[config.mk]
export PLATFORM = sky130hd
export DESIGN_NAME = hub75_column_fetcher
export DESIGN_NICKNAME = d
export VERILOG_FILES = /design/src/rtl/hub75_pkg.sv /design/src/rtl/hub75_column_fetcher_valid_pipe.sv /design/src/rtl/hub75_column_fetcher.sv
export SDC_FILE = /design/constraint.sdc
export NUM_CORES = 1
export LEC_CHECK = 0
export CORE_AREA = 2 2 468 470
export CTS_CLUSTER_SIZE = 28
export DETAILED_ROUTE_END_ITERATION = 10
export DIE_AREA = 0 0 470 472
export PLACE_DENSITY = 0.44
export SLEW_MARGIN = 10
export SYNTH_ARGS = -nofsm -noshare
export SYNTH_HDL_FRONTEND = slang
export SYNTH_SLANG_ARGS = --single-unit
export TNS_END_PERCENT = 5
[constraint.sdc]
create_clock -name clk_in -period 2.4 [get_ports clk_in]
set_input_delay 0.72 -clock clk_in [delete_from_list [all_inputs] [get_ports clk_in]]
set_output_delay 0.72 -clock clk_in [all_outputs]
set_load 0.02 [all_outputs]
[src/rtl/hub75_pkg.sv]
// Shared types and helpers for the HUB75 feed path.
// Holds the fetcher state encoding and the BRAM address packing.
package hub75_pkg;

  localparam int THETA_W = 8;
  localparam int ROW_W   = 6;
  localparam int COL_W   = 6;
  localparam int ADDR_W  = THETA_W + ROW_W + COL_W;

  typedef enum logic [1:0] {
    IDLE    = 2'd0,
    FETCH   = 2'd1,
    PRESENT = 2'd2
  } fetch_state_e;

  function automatic logic [ADDR_W-1:0] pack_addr(
    input logic [THETA_W-1:0] theta,
    input logic [ROW_W-1:0]   row,
    input logic [COL_W-1:0]   col
  );
    return {theta, row, col};
  endfunction

endpackage

[src/rtl/hub75_column_fetcher_valid_pipe.sv]
// Delay line that tags BRAM reads so returns land in the right pixel.
// Cleared on reset so in-flight returns are dropped.
module bram_valid_pipe #(
  parameter int DEPTH = 2,
  parameter int W     = 8
) (
  input  logic         clk_in,
  input  logic         rst_in_n,
  input  logic [W-1:0] tag_in,
  output logic [W-1:0] tag_out
);

  logic [DEPTH-1:0][W-1:0] sr;

  // shift tags one stage per cycle
  always_ff @(posedge clk_in or negedge rst_in_n) begin
    if (!rst_in_n) begin
      sr <= '0;
    end else begin
      sr[0] <= tag_in;
      for (int i = 1; i < DEPTH; i++) begin
        sr[i] <= sr[i-1];
      end
    end
  end

  assign tag_out = sr[DEPTH-1];

endmodule

[src/rtl/hub75_column_fetcher.sv]
// Reads one scan line pair per address from the slice BRAM and
// offers it to the panel driver; theta swaps only at frame wrap.
module hub75_column_fetcher
  import hub75_pkg::*;
#(
  parameter int NUM_COLS     = 64,
  parameter int NUM_ROWS     = 64,
  parameter int SCAN_RATE    = 32,
  parameter int THETA_RES    = 8,
  parameter int RGB_RES      = 9,
  parameter int BRAM_LATENCY = 2
) (
  input  logic clk_in,
  input  logic rst_in_n,
  input  logic [THETA_RES-1:0] theta_in,
  input  logic theta_valid_in,
  output logic [THETA_RES+$clog2(NUM_ROWS)
                +$clog2(NUM_COLS)-1:0] bram_addr_out,
  output logic bram_en_out,
  input  logic [RGB_RES-1:0] bram_data_in,
  output logic [1:0][NUM_ROWS-1:0][RGB_RES-1:0] column_data,
  output logic [$clog2(SCAN_RATE)-1:0] address_data,
  output logic tvalid,
  input  logic tready,
  output logic frame_done_out,
  output logic slice_drop_out
);

  localparam int RW = $clog2(NUM_ROWS);
  localparam int CW = $clog2(NUM_COLS);
  localparam int SW = $clog2(SCAN_RATE);
  localparam int KW = CW + 1;

  fetch_state_e state_q, state_d;

  logic [THETA_RES-1:0] theta_act;
  logic [THETA_RES-1:0] theta_pend;
  logic                 pend_q;
  logic [SW-1:0]        addr_q;
  logic [KW-1:0]        rd_cnt;
  logic                 issue_done;

  logic          iss_half;
  logic [CW-1:0] iss_col;
  logic [RW-1:0] iss_row;
  logic          ret_vld;
  logic          ret_half;
  logic [CW-1:0] ret_col;
  logic          last_ret;
  logic          accept;
  logic          wrap;

  assign iss_half = rd_cnt[KW-1];
  assign iss_col  = rd_cnt[CW-1:0];
  assign iss_row  = RW'(addr_q)
                  + (iss_half ? RW'(SCAN_RATE) : '0);

  assign bram_en_out   = (state_q == FETCH) && !issue_done;
  assign bram_addr_out = {theta_act, iss_row, iss_col};

  assign tvalid       = (state_q == PRESENT);
  assign address_data = addr_q;
  assign accept       = tvalid && tready;
  assign wrap         = accept
                      && (addr_q == SW'(SCAN_RATE - 1));

  assign last_ret = ret_vld && ret_half
                  && (ret_col == CW'(NUM_COLS - 1));

  bram_valid_pipe #(
    .DEPTH (BRAM_LATENCY),
    .W     (CW + 2)
  ) u_valid_pipe (
    .clk_in   (clk_in),
    .rst_in_n (rst_in_n),
    .tag_in   ({bram_en_out, iss_half, iss_col}),
    .tag_out  ({ret_vld, ret_half, ret_col})
  );

  // state register
  always_ff @(posedge clk_in or negedge rst_in_n) begin
    if (!rst_in_n) state_q <= IDLE;
    else           state_q <= state_d;
  end

  // next state
  always_comb begin
    state_d = state_q;
    unique case (state_q)
      IDLE:    if (theta_valid_in) state_d = FETCH;
      FETCH:   if (last_ret)       state_d = PRESENT;
      PRESENT: if (accept)         state_d = FETCH;
      default:                     state_d = IDLE;
    endcase
  end

  // read issue counter, one read per cycle in FETCH
  always_ff @(posedge clk_in or negedge rst_in_n) begin
    if (!rst_in_n) begin
      rd_cnt     <= '0;
      issue_done <= 1'b0;
    end else if (state_q != FETCH) begin
      rd_cnt     <= '0;
      issue_done <= 1'b0;
    end else if (!issue_done) begin
      rd_cnt <= rd_cnt + 1'b1;
      if (&rd_cnt) issue_done <= 1'b1;
    end
  end

  // capture tagged returns into the staged line pair
  always_ff @(posedge clk_in or negedge rst_in_n) begin
    if (!rst_in_n) begin
      column_data <= '0;
    end else if (state_q == FETCH && ret_vld) begin
      column_data[ret_half][ret_col] <= bram_data_in;
    end
  end

  // scan address advances on each accepted line
  always_ff @(posedge clk_in or negedge rst_in_n) begin
    if (!rst_in_n)   addr_q <= '0;
    else if (wrap)   addr_q <= '0;
    else if (accept) addr_q <= addr_q + 1'b1;
  end

  // active/pending theta and the frame/drop pulses
  always_ff @(posedge clk_in or negedge rst_in_n) begin
    if (!rst_in_n) begin
      theta_act      <= '0;
      theta_pend     <= '0;
      pend_q         <= 1'b0;
      frame_done_out <= 1'b0;
      slice_drop_out <= 1'b0;
    end else begin
      frame_done_out <= 1'b0;
      slice_drop_out <= 1'b0;
      if (state_q == IDLE) begin
        if (theta_valid_in) theta_act <= theta_in;
      end else if (wrap) begin
        frame_done_out <= 1'b1;
        if (theta_valid_in) begin
          theta_act      <= theta_in;
          slice_drop_out <= pend_q;
          pend_q         <= 1'b0;
        end else if (pend_q) begin
          theta_act <= theta_pend;
          pend_q    <= 1'b0;
        end
      end else if (theta_valid_in) begin
        theta_pend     <= theta_in;
        pend_q         <= 1'b1;
        slice_drop_out <= pend_q;
      end
    end
  end

endmodule
==> results.yml, run 1 <==
die:
  die_area_um2: 222000
  start_util_pct: 21.3
  fp.dieH_um: 472
  core_area_um2: 217000
  row_count: 171
  ios: 1202
  fp.dieW_um: 470
timing:
  tns_ns: -0.0256
  fin_crit_ns: 2.43
  fin_skew_ns: 0.0372
  worst_hold_slack_ns: 0.342
  slew_headroom_pct: 49.3
  fmax_mhz: 412
  fin_crit_sh_pct: 101
  finalWorstSetupSlack_ns: -0.0256
  final-max-slew-violation-count: 0
  tightest_slew_ns: 0.761
  rsz0062_at_grt: "yes"
  setup_violations: 1
  hold_viol: 0
global_route:
  grt_max_degree: 84
  grt_pass1_vias: 31800
  grt_pass1_wl_um: 271000
  grt-ovfl-total: 0
  antenna_found_initial: 8
  grt_util_all_layers_pct: 17.2
power:
  powerDensity_nw_per_um2: 699
  internal_power_mw: 35.9
  leakage_nw: 35.3
  comb_power_share_pct: 7.9
  peakVddDrop_v: 0.000712
  switching_power_mw: 12.1
  pwr-share-seq_pct: 44.2
  p_sw_share_pct: 25.2
  pwr-share-clk_pct: 47.9
logic_synthesis:
  synthTopCellsByArea: "dfrtp_1, mux2_2, nor3_4, mux2_1, clkbuf_1"
  syn_area_um2: 46200
  synthArstFlopShare_pct: 100
  synth_seq_area_share_pct: 65.1
  synth.distinct_cells: 49
  yosysMostFrequentCell: "dfrtp_1"
  syn_inst: 2790
  yosysWarnings: 0
  ys.flop_type: "dfrtp_1"
  yosysTopAreaCell: "dfrtp_1"
  synth-edff-count: 0
  synth.avg_cell_area_um2: 16.6
  synthTopCellsByCount: "dfrtp_1, mux2_2, clkbuf_1, mux2_1, nand3_1"
  synth-seq-cells: 1202
  synth_top_area_share_pct: 65.1
  synth_nets: 2814
detailed_routing:
  wl_per_cell_um: 26.9
  antenna_left: 0
  dr_total_vias: 30100
  firstDrtPassIters: 4
  finalWirelength_um: 194000
  drt_iter0_drc: 1028
  remaining_drc_errors: 0
  via_per_inst: 4.16
critical_path:
  cp_max_fo: 2
  worstSetupPathType: "flop to output pin"
  critPathBufInv: 2
  crit_slowest_cell: "dfrtp_1"
  cpPeakStageDelay_ns: 0.38
  critPathCaptureType: "output pin"
  critPathArrivalTime_ns: 1.71
  required_ns: 1.68
  crit_family: "flip-flops"
  worstSetupStartpointType: "flop"
  reg2reg_slack_ns: 0.09
  crit_path_cell_trace: "buf_6 -> nand2b_4 -> nor2_4 -> buf_12"
clock_tree:
  htree_num_levels: 4
  clock_sinks: 1202
  clk_pin_slew_worst_paths_ns: 0.06
  cts_root_buf: "clkbuf_16"
  cts_made_buffers: 148
  clock_path_buffers: 3
  worstSkewPairLatency_ns: 0.80
  cts_tree: "built"
layout:
  area_delta_synth_final_pct: 48.5
  seq_area_um2: 30100
  multiInputGateArea_um2: 15400
  fillerInstances: 21900
  final_nets: 4279
  layout-drive-gt1-share_pct: 41.0
run_status:
  violations: "negative setup slack"
  outcome: "finished, violations left"
place:
  dp_hpwl_um: 141000
  gp_congestion: 0.760
  place.port_buffers: 1201
min_path:
  hp-class: "input pin to flop"
flow_run:
  drv_cap: 0
-- path summary, 6_finish.rpt --
kind / end / depth (start not counted) / start
max: bram_en_out / 4 / state_q[1]
min: column_data[1129] / 2 / bram_data_in[4]
max reg2reg: column_data[193] / 5 / u_valid_pipe.tag_out[1]
min reg2reg: u_valid_pipe.tag_out[3] / 0 / u_valid_pipe.sr[3]
max in group asynchronous: column_data[42] / 4 / rst_in_n
min in group asynchronous: column_data[572] / 2 / rst_in_n
-- power groups by stage --
| stage | Combinational (mW) | Sequential (mW) | Clock (mW) |
|---|---|---|---|
| finish | 3.79 | 21.2 | 23.0 |
| global route | 4.05 | 21.3 | 24.6 |
| CTS | 3.93 | 21.2 | 23.8 |
| detailed placement | 4.29 | 21.6 | 0 |
| global placement | 4.29 | 21.6 | 0 |
| floorplan | 0.758 | 22.3 | 0 |
-- sequential cells by signal, indices dropped and copies added (netlist names) --
register,cells
u_valid_pipe.sr,8
state_q,2
column_data,1152
theta_pend,8
pend_q,1
rd_cnt,7
theta_act,8
slice_drop_out,1
frame_done_out,1
u_valid_pipe.tag_out,8
address_data,5
issue_done,1
-- metrics by stage --
| stage | utilization [%] | area, um2 | worst slack, ns | cells | power (mW) |
|---|---|---|---|---|---|
| detailed placement | 29.7 | 64300 | 0.00937 | 6956 | 25.9 |
| floorplan | - | 46200 | 0.223 | 2790 | 23.1 |
| global route | 31.7 | 68600 | -0.145 | 7228 | 49.9 |
| CTS | 31.5 | 68100 | -0.183 | 7227 | 48.9 |
| finish | 31.7 | 68600 | -0.0256 | 7231 | 48.0 |
| global placement | 29.7 | 64300 | 0.0315 | 6956 | 25.9 |
-- area by class of cell --
| cell class | count | share of cell area (%) |
|---|---|---|
| flip-flops and latches | 1202 | 43.8 |
| clock buffers | 226 | 6.46 |
| repair buffers | 1503 | 21.1 |
| diodes | 4 | 0.0146 |
| multi-input cells | 1398 | 22.5 |
| clock inverters | 42 | 0.872 |
| well taps | 2854 | 5.20 |
| inverters | 2 | 0.0109 |
-- cell usage in the layout (no fill, tap or decap), types with 7 or more instances in the layout --
master	n
mux2_2	1118
bufinv_16	8
nor2_1	7
nand3_1	54
nor3_4	59
dlygate4sd2_1	923
clkbuf_1	38
buf_2	15
dlymetal6s2s_1	181
clkdlybuf4s15_2	16
nand3_2	20
buf_6	10
buf_12	77
dfrtp_1	1198
clkinv_2	19
clkdlybuf4s50_1	10
buf_4	228
clkbuf_16	151
clkdlybuf4s15_1	41
mux2_1	59
clkbuf_8	37
-- cells by family after synthesis --
group	after synthesis	synth area share (%)
compound gates	20	0.290
xor+xnor	4	0.0758
fa+ha+maj	3	0.0812
buf+inv	190	1.72
flops	1202	65.1
mux	1179	28.7
simple gates	192	4.00
-- repair_timing --
item	CTS	global route
setup buffers	2	0
endpoints found under the setup margin	1186	222
hold buffers	1	0
endpoints found under the hold margin	29	0
pin swaps	1	1
gates cloned	0	0
resized for setup	1135	205
-- metal layers --
layer	up-vias	track usage, %	routed length [um]
met4	0	4.80	4890
met2	927	29.1	95300
met5	-	0	0
met1	16000	20.7	79100
met3	217	5.89	15000
li1	12900	-	-
Note: power is estimated with default switching activity, not from simulation.
==> inputs of run 2 (changes only) <==
--- a/config.mk
+++ b/config.mk
@@ -5,11 +5,14 @@
 export SDC_FILE = /design/constraint.sdc
 export NUM_CORES = 1
 export LEC_CHECK = 0
-export CORE_AREA = 2 2 468 470
+export CAP_MARGIN = 15
+export CELL_PAD_IN_SITES_DETAIL_PLACEMENT = 1
+export CELL_PAD_IN_SITES_GLOBAL_PLACEMENT = 1
+export CORE_AREA = 2 2 474 476
 export CTS_CLUSTER_SIZE = 28
 export DETAILED_ROUTE_END_ITERATION = 10
-export DIE_AREA = 0 0 470 472
-export PLACE_DENSITY = 0.44
+export DIE_AREA = 0 0 476 478
+export PLACE_DENSITY = 0.5
 export SLEW_MARGIN = 10
 export SYNTH_ARGS = -nofsm -noshare
 export SYNTH_HDL_FRONTEND = slang
==> run 2 against run 1 <==
  * The run still ends with negative setup slack left
  * Count of clock-buffer cells in the layout decreased by 9
  * Critical endpoint unchanged
  * Register-to-register slack better by 0.08 ns
  * Power shrank 0.53%
  * Cell area decreased by 0.56%
  * Non-clock buffer count down 30
  * First-iteration DRC count is 2.4% higher
  * Wire length is 2.2% higher
  * Largest power group unchanged
  * Flip-flop and latch count stayed put
==> results.yml, run 2 (synthesis results as in run 1) <==
layout:
  final_area_um2: 68200
  fillerInstances: 23800
  area_delta_synth_final_pct: 47.7
  mostFrequentLayoutCells: "dfrtp_1, mux2_2, dlygate4sd2_1"
  final_nets: 4249
  largest_register_ffs: 1152
  top_register: "column_data"
  layout-drive-gt1-share_pct: 40.3
  multiInputGateArea_um2: 15400
  seq_area_um2: 30100
  final_common_cell: "dfrtp_1"
clock_tree:
  clock_sinks: 1202
  worstSkewPairLatency_ns: 0.79
  cts_root_buf: "clkbuf_16"
  htree_num_levels: 4
  cts_tree: "built"
  clk_pin_slew_worst_paths_ns: 0.06
  clock_path_buffers: 3
  cts_made_buffers: 148
timing:
  setup_violations: 1
  fin_skew_ns: 0.0267
  final-max-slew-violation-count: 0
  tightest_slew_ns: 0.708
  tns_ns: -0.0274
  rsz0062_at_grt: "yes"
  hold_viol: 0
  fin_crit_ns: 2.43
  finalWorstSetupSlack_ns: -0.0274
  fmax_mhz: 412
  fin_crit_sh_pct: 101
  slew_headroom_pct: 52.8
flow_run:
  drv_cap: 0
die:
  die_area_um2: 228000
  fp.dieW_um: 476
  start_util_pct: 20.7
  fp.dieH_um: 478
  core_area_um2: 223000
  ios: 1202
  row_count: 174
critical_path:
  critPathCaptureType: "output pin"
  worstSetupStartpointType: "flop"
  required_ns: 1.68
  worstSetupPathType: "flop to output pin"
  critPathArrivalTime_ns: 1.71
  cp_max_fo: 3
place:
  placed_area_um2: 64100
  pre_cts_slack_ns: 0.0620
  dp_hpwl_um: 141000
  place.port_buffers: 1201
  gp_congestion: 0.763
global_route:
  antenna_found_initial: 7
  grt_util_all_layers_pct: 17.2
  grt_pass1_wl_um: 275000
  grt-ovfl-total: 0
  grt_pass1_vias: 32400
  grt_max_degree: 68
detailed_routing:
  drt_iter0_drc: 1053
  finalWirelength_um: 199000
  dr_total_vias: 30000
  firstDrtPassIters: 4
  via_per_inst: 4.09
  remaining_drc_errors: 0
  antenna_left: 0
  wl_per_cell_um: 27.1
run_status:
  outcome: "finished, violations left"
  violations: "negative setup slack"
power:
  peakVddDrop_v: 0.000674
  leakage_nw: 34.6
  powerDensity_nw_per_um2: 700
min_path:
  hp-class: "input pin to flop"
run 2: worst max-delay path: stages (launching register included):
cell and delay [ns]:
dfrtp_1 0.39, buf_6 0.14, nand2b_4 0.15, nor2_4 0.11, buf_12 0.13
run 2: per-layer routing:
layer	track usage [%]	part of all wire, %	vias to the layer above
li1	-	-	12800
met1	20.3	40	16000
met2	29.0	49	891
met3	6.25	8.3	211
met4	4.80	2.6	6
met5	0	0.019	-
run 2: worst paths after layout:
kind	start	to	slack, ns	depth (start not counted)
setup reg to reg	u_valid_pipe.tag_out[3]	column_data[769]	0.17	3
setup / recovery	state_q[1]	bram_en_out	-0.03	4
min in group asynchronous	rst_in_n	column_data[702]	0.47	2
max in group asynchronous	rst_in_n	column_data[397]	0.94	4
hold reg to reg	u_valid_pipe.sr[3]	u_valid_pipe.tag_out[3]	0.35	0
hold / removal	bram_data_in[8]	column_data[1088]	0.32	2
run 2: where the power goes:
group          internal [mW]  leakage, nW  switching [mW]  total, mW
logic                   1.35         17.2            2.45       3.80
registers               20.9         15.1           0.307       21.2
clock network           13.6         2.39            9.14       22.7
total                   35.8         34.6            11.9       47.7
run 2: cell type report:
cell class / count / area share [%]
clock buffer: 217 / 6.30
inverter: 2 / 0.0110
sequential: 1202 / 44.1
timing repair buffer: 1473 / 20.7
antenna: 3 / 0.0110
clock inverter: 40 / 0.845
tap: 2992 / 5.49
multi-input combinational: 1398 / 22.6
run 2: stage by stage:
step	hold WS (ns)	util [%]	power (mW)	std cells
CTS	0.217	30.4	48.7	7324
finish	0.317	30.6	47.7	7327
floorplan	0.331	-	23.1	2790
detailed placement	0.340	28.7	25.9	7062
global placement	0.333	28.7	25.8	7062
global route	0.260	30.6	49.7	7325
run 2: what timing repair did:
action / 4_1_cts / 5_1_grt
setup buffers: 4 / 0
resized for setup: 1133 / 165
endpoints found under the hold margin: 33 / 0
gates cloned: 0 / 0
pin swaps: 1 / 1
hold buffers: 1 / 0
setup endpoints to repair: 1181 / 169
